### src/rtl/spi_pkg.sv
// Shared definitions for the SPI responder: frame geometry, command layout and FSM states.
// SPI mode 3 throughout: SCK idles high, data sampled on the rising edge, shifted on the falling edge.
package spi_pkg;

    localparam int DATA_BYTES = 6;
    localparam int ADDR_W     = 7;
    localparam int CMD_RW_BIT = 7;

    typedef enum logic [1:0] {
        ST_IDLE    = 2'd0,
        ST_CMD     = 2'd1,
        ST_RD_DATA = 2'd2,
        ST_WR_DATA = 2'd3
    } state_t;

endpackage

### src/rtl/spi_responder_if.sv
// SPI pin bundle between a master and the responder.
interface spi_responder_if;

    logic sck;
    logic cs;
    logic mosi;
    logic miso;

    modport master (output sck, output cs, output mosi, input miso);
    modport slave  (input sck, input cs, input mosi, output miso);

endinterface

### src/rtl/spi_sync_edge.sv
// Two-flop synchroniser for an asynchronous SPI pin, with rise/fall pulses taken from
// the synchronised level against one further delayed copy.
module spi_sync_edge #(
    parameter logic RESET_VAL = 1'b0
) (
    input  logic clk,
    input  logic reset,
    input  logic raw,
    output logic level,
    output logic rise,
    output logic fall
);

    logic stage1;
    logic stage2;
    logic stage3;

    always_ff @(posedge clk) begin
        if (reset) begin
            stage1 <= RESET_VAL;
            stage2 <= RESET_VAL;
            stage3 <= RESET_VAL;
        end else begin
            stage1 <= raw;
            stage2 <= stage1;
            stage3 <= stage2;
        end
    end

    assign level = stage2;
    assign rise  = stage2 & ~stage3;
    assign fall  = ~stage2 & stage3;

endmodule

### src/rtl/spi_responder.sv
// Mode-3 SPI slave running on the system clock: decodes {R/W, addr} commands, streams a
// snapshot of sample_in on reads and emits address-tagged byte strobes on writes.
module spi_responder
    import spi_pkg::*;
#(
    parameter int DATA_BYTES = spi_pkg::DATA_BYTES,
    parameter int ADDR_W     = spi_pkg::ADDR_W
) (
    input  logic                    clk,
    input  logic                    reset,
    spi_responder_if.slave          spi,
    input  logic [8*DATA_BYTES-1:0] sample_in,
    output logic                    rd_strobe,
    output logic [ADDR_W-1:0]       cmd_addr,
    output logic                    wr_valid,
    output logic [ADDR_W-1:0]       wr_addr,
    output logic [7:0]              wr_data,
    output logic                    frame_err,
    output logic                    busy
);

    localparam int DATA_BITS = 8 * DATA_BYTES;
    localparam int BIT_CNT_W = $clog2(DATA_BITS + 1);
    localparam logic [BIT_CNT_W-1:0] LAST_RD_CNT = BIT_CNT_W'(DATA_BITS);
    localparam logic [BIT_CNT_W-1:0] BYTE_LAST   = BIT_CNT_W'(7);

    logic unused_sck_level;
    logic sck_rise;
    logic sck_fall;
    logic cs_level;
    logic cs_rise;
    logic cs_fall;
    logic [1:0] mosi_meta;
    logic mosi_bit;

    state_t                 state,    state_nxt;
    logic [BIT_CNT_W-1:0]   bit_cnt,  bit_cnt_nxt;
    logic [7:0]             rx_shift, rx_shift_nxt;
    logic [DATA_BITS-1:0]   tx_shift, tx_shift_nxt;
    logic [ADDR_W-1:0]      byte_idx, byte_idx_nxt;
    logic                   armed,    armed_nxt;
    logic                   miso_q,   miso_nxt;
    logic                   rd_strobe_nxt;
    logic                   wr_valid_nxt;
    logic                   frame_err_nxt;
    logic [ADDR_W-1:0]      cmd_addr_nxt;
    logic [ADDR_W-1:0]      wr_addr_nxt;
    logic [7:0]             wr_data_nxt;
    logic [7:0]             rx_word;

    spi_sync_edge #(.RESET_VAL(1'b1)) u_sck_sync (
        .clk   (clk),
        .reset (reset),
        .raw   (spi.sck),
        .level (unused_sck_level),
        .rise  (sck_rise),
        .fall  (sck_fall)
    );

    // cs resets low so a frame already in progress at reset release never looks armed.
    spi_sync_edge #(.RESET_VAL(1'b0)) u_cs_sync (
        .clk   (clk),
        .reset (reset),
        .raw   (spi.cs),
        .level (cs_level),
        .rise  (cs_rise),
        .fall  (cs_fall)
    );

    always_ff @(posedge clk) begin
        if (reset) begin
            mosi_meta <= 2'b11;
        end else begin
            mosi_meta <= {mosi_meta[0], spi.mosi};
        end
    end

    assign mosi_bit = mosi_meta[1];
    assign rx_word  = {rx_shift[6:0], mosi_bit};
    assign spi.miso = miso_q;
    assign busy     = (state != ST_IDLE);

    always_ff @(posedge clk) begin
        if (reset) begin
            state     <= ST_IDLE;
            bit_cnt   <= '0;
            rx_shift  <= '0;
            tx_shift  <= '0;
            byte_idx  <= '0;
            armed     <= 1'b0;
            miso_q    <= 1'b1;
            rd_strobe <= 1'b0;
            wr_valid  <= 1'b0;
            frame_err <= 1'b0;
            cmd_addr  <= '0;
            wr_addr   <= '0;
            wr_data   <= '0;
        end else begin
            state     <= state_nxt;
            bit_cnt   <= bit_cnt_nxt;
            rx_shift  <= rx_shift_nxt;
            tx_shift  <= tx_shift_nxt;
            byte_idx  <= byte_idx_nxt;
            armed     <= armed_nxt;
            miso_q    <= miso_nxt;
            rd_strobe <= rd_strobe_nxt;
            wr_valid  <= wr_valid_nxt;
            frame_err <= frame_err_nxt;
            cmd_addr  <= cmd_addr_nxt;
            wr_addr   <= wr_addr_nxt;
            wr_data   <= wr_data_nxt;
        end
    end

    always_comb begin
        state_nxt     = state;
        bit_cnt_nxt   = bit_cnt;
        rx_shift_nxt  = rx_shift;
        tx_shift_nxt  = tx_shift;
        byte_idx_nxt  = byte_idx;
        armed_nxt     = armed | cs_level;
        miso_nxt      = miso_q;
        rd_strobe_nxt = 1'b0;
        wr_valid_nxt  = 1'b0;
        frame_err_nxt = 1'b0;
        cmd_addr_nxt  = cmd_addr;
        wr_addr_nxt   = wr_addr;
        wr_data_nxt   = wr_data;

        // A cs rise ends the frame and takes priority over any sck edge in the same cycle.
        if (cs_rise) begin
            state_nxt     = ST_IDLE;
            miso_nxt      = 1'b1;
            bit_cnt_nxt   = '0;
            frame_err_nxt = (state != ST_IDLE) && (bit_cnt[2:0] != 3'd0);
        end else begin
            case (state)
                ST_IDLE: begin
                    if (armed && cs_fall) begin
                        state_nxt    = ST_CMD;
                        bit_cnt_nxt  = '0;
                        rx_shift_nxt = '0;
                        miso_nxt     = 1'b1;
                    end
                end
                ST_CMD: begin
                    if (sck_rise) begin
                        rx_shift_nxt = rx_word;
                        if (bit_cnt == BYTE_LAST) begin
                            cmd_addr_nxt = rx_word[ADDR_W-1:0];
                            bit_cnt_nxt  = '0;
                            if (rx_word[CMD_RW_BIT]) begin
                                tx_shift_nxt  = sample_in;
                                rd_strobe_nxt = 1'b1;
                                state_nxt     = ST_RD_DATA;
                            end else begin
                                byte_idx_nxt = '0;
                                state_nxt    = ST_WR_DATA;
                            end
                        end else begin
                            bit_cnt_nxt = bit_cnt + BIT_CNT_W'(1);
                        end
                    end
                end
                ST_RD_DATA: begin
                    // Counter saturates after the last payload bit; extra clocks read as 1.
                    if (sck_fall) begin
                        if (bit_cnt == LAST_RD_CNT) begin
                            miso_nxt = 1'b1;
                        end else begin
                            miso_nxt     = tx_shift[DATA_BITS-1];
                            tx_shift_nxt = {tx_shift[DATA_BITS-2:0], 1'b1};
                            bit_cnt_nxt  = bit_cnt + BIT_CNT_W'(1);
                        end
                    end
                end
                ST_WR_DATA: begin
                    if (sck_rise) begin
                        rx_shift_nxt = rx_word;
                        if (bit_cnt == BYTE_LAST) begin
                            wr_valid_nxt = 1'b1;
                            wr_data_nxt  = rx_word;
                            wr_addr_nxt  = cmd_addr + byte_idx;
                            byte_idx_nxt = byte_idx + ADDR_W'(1);
                            bit_cnt_nxt  = '0;
                        end else begin
                            bit_cnt_nxt = bit_cnt + BIT_CNT_W'(1);
                        end
                    end
                end
                default: begin
                    state_nxt = ST_IDLE;
                end
            endcase
        end
    end

endmodule
### src/flat_wrapper.sv
// flat-port wrapper written by rule: the top's interface ports become plain ports
module spi_responder_flat import spi_pkg::*;
#(
    parameter int DATA_BYTES = spi_pkg::DATA_BYTES,
    parameter int ADDR_W     = spi_pkg::ADDR_W
)
  (clk, reset, sample_in, rd_strobe, cmd_addr, wr_valid, wr_addr, wr_data, frame_err, busy, spi_sck, spi_cs, spi_mosi, spi_miso);
  spi_responder_if spi_i ();
  input  logic clk;
  input  logic reset;
  input  logic [8*DATA_BYTES-1:0] sample_in;
  output logic rd_strobe;
  output logic [ADDR_W-1:0] cmd_addr;
  output logic wr_valid;
  output logic [ADDR_W-1:0] wr_addr;
  output logic [7:0] wr_data;
  output logic frame_err;
  output logic busy;
  input wire logic [$bits(spi_i.sck)-1:0] spi_sck;
  input wire logic [$bits(spi_i.cs)-1:0] spi_cs;
  input wire logic [$bits(spi_i.mosi)-1:0] spi_mosi;
  output wire logic [$bits(spi_i.miso)-1:0] spi_miso;
  assign spi_i.sck = spi_sck;
  assign spi_i.cs = spi_cs;
  assign spi_i.mosi = spi_mosi;
  assign spi_miso = spi_i.miso;
  spi_responder #(.DATA_BYTES(DATA_BYTES), .ADDR_W(ADDR_W)) u_core (.clk(clk), .reset(reset), .spi(spi_i), .sample_in(sample_in), .rd_strobe(rd_strobe), .cmd_addr(cmd_addr), .wr_valid(wr_valid), .wr_addr(wr_addr), .wr_data(wr_data), .frame_err(frame_err), .busy(busy));
endmodule
### config.mk
export PLATFORM = sky130hd
export DESIGN_NAME = spi_responder_flat
export DESIGN_NICKNAME = d
export VERILOG_FILES = /design/src/rtl/spi_pkg.sv /design/src/rtl/spi_responder_if.sv /design/src/rtl/spi_sync_edge.sv /design/src/rtl/spi_responder.sv /design/src/flat_wrapper.sv
export SDC_FILE = /design/constraint.sdc
export NUM_CORES = 1
export LEC_CHECK = 0
export CAP_MARGIN = 20
export CORE_AREA = 2 2 101 103
export DETAILED_ROUTE_END_ITERATION = 10
export DIE_AREA = 0 0 103 105
export GPL_TIMING_DRIVEN = 0
export PLACE_DENSITY_LB_ADDON = 0.2
export SYNTH_ARGS = -nofsm -noshare
export SYNTH_HDL_FRONTEND = slang
export SYNTH_SLANG_ARGS = --single-unit
### constraint.sdc
create_clock -name clk -period 1.7 [get_ports clk]
set_input_delay 0.17 -clock clk [delete_from_list [all_inputs] [get_ports clk]]
set_output_delay 0.17 -clock clk [all_outputs]
set_load 0.01 [all_outputs]
==> results of run 1 <==
-- power by group through the flow --
stage	sequential, mW	combinational (mW)	clock (mW)
3_5_place_dp	2.53	0.233	0
5_1_grt	2.47	0.279	1.92
4_1_cts	2.47	0.249	1.81
6_report	2.47	0.260	1.78
2_1_floorplan	2.53	0.0820	0
3_3_place_gp	2.53	0.230	0
-- area by class of cell --
| class | instances | area (sq um) |
|---|---|---|
| buffer | 28 | 283 |
| clock buffer | 9 | 124 |
| clock inverter | 7 | 109 |
| fill | 783 | 3130 |
| inverter | 10 | 40.0 |
| multi-input combinational | 335 | 2660 |
| sequential | 105 | 2130 |
| tap | 133 | 166 |
| timing repair buffer | 102 | 995 |
-- cells by family (layout without fill, tap and decap cells) --
| family | count (synthesis) | after routing | synth area share |
|---|---|---|---|
| buf+inv | 39 | 156 | 0.0365 |
| mux | 52 | 52 | 0.116 |
| flops | 105 | 105 | 0.468 |
| fa+ha+maj | 10 | 10 | 0.0296 |
| xor+xnor | 13 | 13 | 0.0254 |
| simple gates | 158 | 158 | 0.166 |
| compound gates | 102 | 102 | 0.158 |
-- what timing repair did --
item / CTS / global route
setup buffers: 17 / 7
endpoints found under the setup margin: 91 / 91
hold endpoints to repair: 0 / 0
cloned: 0 / 1
pin swaps: 14 / 16
gates resized for setup: 104 / 62
-- state kept, by name (all words and copies together), names as in the netlist --
name                      count
u_core.armed                  1
u_core.bit_cnt                6
u_core.byte_idx               7
u_core.cmd_addr               7
u_core.frame_err              1
u_core.mosi_meta              2
u_core.rd_strobe              1
u_core.rx_shift               7
u_core.spi.miso               1
u_core.state                  2
u_core.tx_shift              48
u_core.u_cs_sync.level        1
u_core.u_cs_sync.stage1       1
u_core.u_cs_sync.stage3       1
u_core.u_sck_sync.level       1
u_core.u_sck_sync.stage1      1
u_core.u_sck_sync.stage3      1
u_core.wr_addr                7
u_core.wr_data                8
u_core.wr_valid               1
-- synthesized netlist by cell type (3+ instances only) --
| master | count |
|---|---|
| a211oi_1 | 51 |
| a21oi_1 | 20 |
| a22o_1 | 7 |
| a31oi_1 | 4 |
| buf_1 | 3 |
| buf_2 | 14 |
| clkbuf_1 | 12 |
| dfxtp_1 | 105 |
| ha_1 | 9 |
| inv_1 | 10 |
| mux2i_1 | 52 |
| nand2_1 | 29 |
| nand2b_1 | 5 |
| nand3_1 | 9 |
| nand4_1 | 4 |
| nor2_1 | 79 |
| nor2b_1 | 7 |
| nor3_1 | 4 |
| o21ai_0 | 6 |
| or2_2 | 7 |
| xnor2_1 | 13 |
-- layer usage --
layer / vias to the layer above / global-route usage
li1: 1920 / -
met1: 1905 / 0.291
met2: 96 / 0.333
met3: 20 / 0.0388
met4: 0 / 0.0808
met5: - / 0
-- placed cells by master, fill, tap and decap left out, types with 7 or more instances in the layout --
cell,Yosys,routed
xnor2_1,13,13
clkdlybuf4s50_1,0,78
dfxtp_1,105,94
nand2_1,29,29
a211oi_2,0,47
inv_1,10,7
or2_2,7,7
a22o_1,7,7
a21oi_1,20,16
buf_4,0,19
nor2_1,79,69
buf_6,0,11
dfxtp_2,0,7
clkbuf_8,0,10
nand3_1,9,7
mux2i_1,52,52
-- worst max-delay path by stage --
stage	from	endpoint	slack [ns]	cells past startpoint
2_1_floorplan	u_core.bit_cnt[0]	u_core.tx_shift[18]	-0.04	7
3_3_place_gp	u_core.bit_cnt[0]	u_core.tx_shift[24]	-0.43	7
3_5_place_dp	u_core.bit_cnt[0]	u_core.tx_shift[23]	-0.43	7
4_1_cts	u_core.bit_cnt[0]	u_core.tx_shift[7]	-0.06	8
5_1_grt	u_core.state[0]	u_core.tx_shift[0]	-0.16	9
6_report	u_core.bit_cnt[0]	u_core.tx_shift[34]	-0.08	8
==> metrics.txt, run 1 <==
crit path setup slack, layout -0.0801 ns; Setup Viol. Count Final 55; Max clock buf depth 2; CTS tree yes; number of pins exceeding their max-slew limit in the final report 0; R2R depth 8; Pwr per Cell Area ~690 nW/um^2; final core utilization 0.675; Initial Util 0.465; fraction of power consumed by sequential logic 0.547; type of the worst setup path flop to flop; commonest register cell after synthesis dfxtp_1; fraction of layout instances using a drive strength above 1 0.279; Netlist Area Pre-Place roughly 4500 sq um; Clk network pwr share 0.395; maximum level of the CTS H-tree 3; combinational power share 0.058; Crit path largest cell delay approximately 0.40 ns; PnR Total Power between 4 and 5 mW; routed wl met3 roughly 530 um; type of destination of the critical path flop; post-route fraction of the period consumed by the critical path 1.05; synthesized flop and latch total roughly 110; average wire per standard cell around 16 um; std cell rows 36; number of vias in the routed layout between 3000 and 4000; min-delay worst type input pin to flop; antenna violations before repair 0; chip height about 110 um; number of buffers inserted for hold repair after clock tree synthesis 0; capture instance of the worst register-to-register path u_core.tx_shift[34]; die area roughly 11000 sq um; length of the first detailed-routing pass in iterations 4; routed length on met2 5730 um; Inserted Clock Buffers 9; first-pass GRT wire length ~18000 um; buffers added on ports a little under 80; VDD IR max just over 0.4 mV; placed insts 691; proportion of total power due to net switching 0.232; accumulated negative setup slack -2.81 ns; Max-Cap Viols 0; Initial DRC Count 163; residual antenna-violating net count after detailed routing 0; power dissipated by switching net loads 1.04 mW; number of enable-type register cells in the synthesized netlist 0; startpoint of the worst-slack reg-to-reg timing path u_core.bit_cnt[0]; CP Launch Type flop; Placer Congestion 0.887; asr flop ratio synth 0; actual transition at the worst max-transition pin 0.703 ns; placement-stage worst setup slack -0.427 ns; average size of a mapped cell 9.37 sq um; DRC violation count after routing 0; count of nets after finishing between 600 and 700; pin count of the biggest net entering global routing 20; setup skew after layout roughly 0.017 ns; family with the most delay on the worst path buffers and inverters; top layer reached by signal wires met4; half-perimeter wire length of the detailed placement result roughly 7600 um; core area just under 10000 sq um; critical path's most frequent cell buf_12; end point of the worst hold path u_core.mosi_meta[0]; critical hold path startpoint spi_mosi; placed cell area 5470 sq um; worst-skew pair later-pin latency 0.37 ns; warning count from the yosys run 0; Final Hold Violating Endpoints 0; number of distinct library cell variants in the gate-level netlist after synthesis 43; share of the synthesized area in the top cell type 0.468; number of standard cells in the layout, taps in and fillers out 729; fraction of the yosys area taken by sequential cells 0.468; main area contributors after synthesis dfxtp_1, mux2i_1, a211oi_1; routed wire length roughly 12000 um; cell chosen for the clock root clkbuf_8; via-per-instance ratio approximately 5.4; LEAKAGE 2.54 nW; Area growth, synth to finish 45.0%; number of nets produced by synthesis between 500 and 600; critical path data arrival time around 2.0 ns; flop2flop setup slack -0.08 ns; area of all placed cells without fillers between 6000 and 7000 sq um; global-route total usage across every layer 0.213; worst rel slew slack 0.531; status finished with violations; met1 WL 5430 um; Int Power approximately 3.5 mW; Worst Hold Path Cells 2; cell count after synthesis roughly 480; Crit path buffers/inverters 3; die width between 100 and 150 um; RSZ-0062 raised after global routing yes; number of sinks driven by the clock tree roughly 110; clock slew at reported path FFs 0.11 ns; grt total ovfl 0; via count of the first global-routing pass between 3000 and 4000; worst hold margin roughly 0.37 ns; maximum net fanout on the critical path 10; failing checks negative setup slack; # IOs 80; Synth area leader dfxtp_1; time the final worst path needs with I/O delays and setup approximately 1.8 ns; top achievable clock speed around 560 MHz; number of antenna cells inserted 0; critical path data required time just under 2 ns; cells along the critical path ha_4 > and4b_2 > nand3_4 > a21oi_4 > buf_6 > buf_12 > buf_12 > a211oi_2; slowest library cell on the worst path dfxtp_4
No activity file was read; power rests on OpenSTA's default activity.
==> inputs of run 2 (changes only) <==
CORE_AREA = 2 2 99 101   (was 2 2 101 103)
CTS_BUF_LIST = sky130_fd_sc_hd__clkbuf_4   (was not set)
DIE_AREA = 0 0 101 103   (was 0 0 103 105)
==> metrics.txt, run 2 (same netlist as run 1, synthesis figures left out) <==
status finished with violations; failing checks negative setup slack; via count of the first global-routing pass 3898 (+2.0%); cells along the critical path ha_4 > and4b_2 > buf_6 > nand3_4 > nor2_4 > buf_12 > buf_12 > nor2_4 > a211oi_2; count of nets after finishing 673 (+2.9%); Initial Util 0.474 (+0.00887); time the final worst path needs with I/O delays and setup 1.84 ns (+0.0572 ns); via-per-instance ratio 5.66 (+4.7%); worst-skew pair later-pin latency 0.48 ns (+0.11 ns); Setup Viol. Count Final 68 (+24%); Crit path largest cell delay 0.41 ns (about the same); Inserted Clock Buffers 9 (unchanged); critical path data required time 2.10 ns (+0.17 ns); number of logic stages on the critical path including buffering 9 (+1); most common cell after layout, fill and taps aside dfxtp_1; fraction of layout instances using a drive strength above 1 0.335 (+0.0564); register name with the most flops u_core.tx_shift; fill cell count 684 (-13%); number of antenna cells inserted 0 (unchanged); pin count of the biggest net entering global routing 20 (unchanged); number of sinks driven by the clock tree 105 (unchanged); type of destination of the critical path flop; capture instance of the worst register-to-register path u_core.wr_addr[1]; crit path setup slack, layout -0.137 ns (-0.0572 ns); critical hold path startpoint spi_mosi; Final Hold Violating Endpoints 0 (unchanged); Max-Cap Viols 0 (unchanged); largest registers ranked by flip-flop count u_core.tx_shift (48), u_core.wr_data (8); chip height 103 um (-1.9%); average wire per standard cell 17.2 um (+5.1%); clock slew at reported path FFs 0.17 ns (+0.06 ns); number of buffers inserted for hold repair after clock tree synthesis 0 (unchanged); length of the first detailed-routing pass in iterations 5 (+1); post-route fraction of the period consumed by the critical path 1.08 (+0.0336); VDD IR max 0.395 mV (-4.8%); Area growth, synth to finish 49.4%; DRC violation count after routing 0 (unchanged); type of the worst setup path flop to flop; area of all placed cells without fillers 6700 sq um (+3.0%); family with the most delay on the worst path simple AND/OR/NAND/NOR gates; die width 101 um (-1.9%); flip-flop count of the largest register after layout 48 (unchanged); CP Launch Type flop; R2R depth 9 (+1); grt total ovfl 0 (unchanged); first-pass GRT wire length 19400 um (+4.9%); number of vias in the routed layout 4126 (+4.7%); LEAKAGE 2.72 nW (+6.9%); Pwr per Cell Area 620 nW/um^2 (-11%); maximum level of the CTS H-tree 3 (unchanged); half-perimeter wire length of the detailed placement result 7600 um (-0.33%); core area 9460 sq um (-1.9%); actual transition at the worst max-transition pin 0.787 ns (+0.0835 ns); min-delay worst type input pin to flop; die area 10400 sq um (-3.8%); slowest library cell on the worst path dfxtp_4; cell chosen for the clock root clkbuf_4; startpoint of the worst-slack reg-to-reg timing path u_core.bit_cnt[1]; maximum net fanout on the critical path 7 (-3); end point of the worst hold path u_core.mosi_meta[0]; top achievable clock speed 544 MHz (-3.1%); setup skew after layout 0.0204 ns (+0.00343 ns); # IOs 80 (unchanged); Placer Congestion 0.853 (-3.8%); global-route total usage across every layer 0.237 (+0.0242); accumulated negative setup slack -4.94 ns (-2.14 ns); residual antenna-violating net count after detailed routing 0 (unchanged); std cell rows 36 (unchanged); RSZ-0062 raised after global routing yes; flop2flop setup slack -0.14 ns (-0.06 ns); worst hold margin 0.243 ns (-0.123 ns); commonest cells after routing, fill and taps aside dfxtp_1, clkdlybuf4s50_1, nor2_1; routed wire length 12500 um (+5.1%); final core utilization 0.708 (+0.0336); Max clock buf depth 2 (unchanged); Crit path buffers/inverters 3 (unchanged); buffers added on ports 79 (unchanged); CTS tree yes; number of pins exceeding their max-slew limit in the final report 0 (unchanged); Initial DRC Count 207 (+27%); critical path data arrival time 2.23 ns (+0.22 ns); placed cell area 5440 sq um (-0.43%); Worst Hold Path Cells 2 (unchanged); worst rel slew slack 0.476 (-0.0556); antenna violations before repair 0 (unchanged)
run 2: cell count changes in the layout (fill, tap and decap cells not counted), moves of 7 or more:
cell | before | now
clkbuf_8 | 10 | 0
clkbuf_4 | 0 | 12
nand2_1 | 29 | 22
buf_4 | 19 | 30
run 2: worst max-delay path by stage:
stage | from | endpoint | slack, ns
3_5_place_dp | u_core.bit_cnt[0] | u_core.wr_addr[2] | -0.50
4_1_cts | u_core.bit_cnt[4] | u_core.wr_addr[5] | -0.07
5_1_grt | u_core.bit_cnt[2] | u_core.wr_addr[1] | -0.21
2_1_floorplan | u_core.bit_cnt[0] | u_core.tx_shift[18] | -0.04
6_report | u_core.bit_cnt[1] | u_core.wr_addr[1] | -0.14
3_3_place_gp | u_core.bit_cnt[0] | u_core.tx_shift[23] | -0.43
run 2: layer usage:
metal | up-vias | global-route usage | routed length, um
met5 | - | 0 | 0
met4 | 0 | 0.0894 | 261
met3 | 28 | 0.0583 | 607
met2 | 128 | 0.366 | 5940
met1 | 2003 | 0.324 | 5700
li1 | 1967 | - | -
run 2: final cells by class:
cell class | instances | area (sq um) | area share
buffer | 28 | 264 | 0.0394
clock buffer | 10 | 75.1 | 0.0112
clock inverter | 6 | 86.3 | 0.0129
inverter | 10 | 37.5 | 0.00560
multi-input combinational | 335 | 2770 | 0.413
sequential | 105 | 2130 | 0.318
tap | 114 | 143 | 0.0213
timing repair buffer | 121 | 1200 | 0.178
run 2: timing repair:
action | CTS | global route
pin swaps | 35 | 35
gates resized for setup | 131 | 71
endpoints found under the setup margin | 92 | 90
buffers inserted | 32 | 6
gates cloned | 4 | 2
run 2: report_power, final:
group	internal, mW	switching (mW)	leakage, nW
clock	0.507	0.909	0.0878
combinational	0.146	0.119	1.78
sequential	2.46	0.00652	0.854
run 2: per-stage QoR:
stage	total power [mW]	cells	setup WS [ns]
after floorplan	2.61	479	-0.0412
after global placement	2.76	672	-0.433
after detailed placement	2.76	672	-0.496
after CTS	4.16	723	-0.0687
after global routing	4.29	729	-0.212
final	4.15	729	-0.137
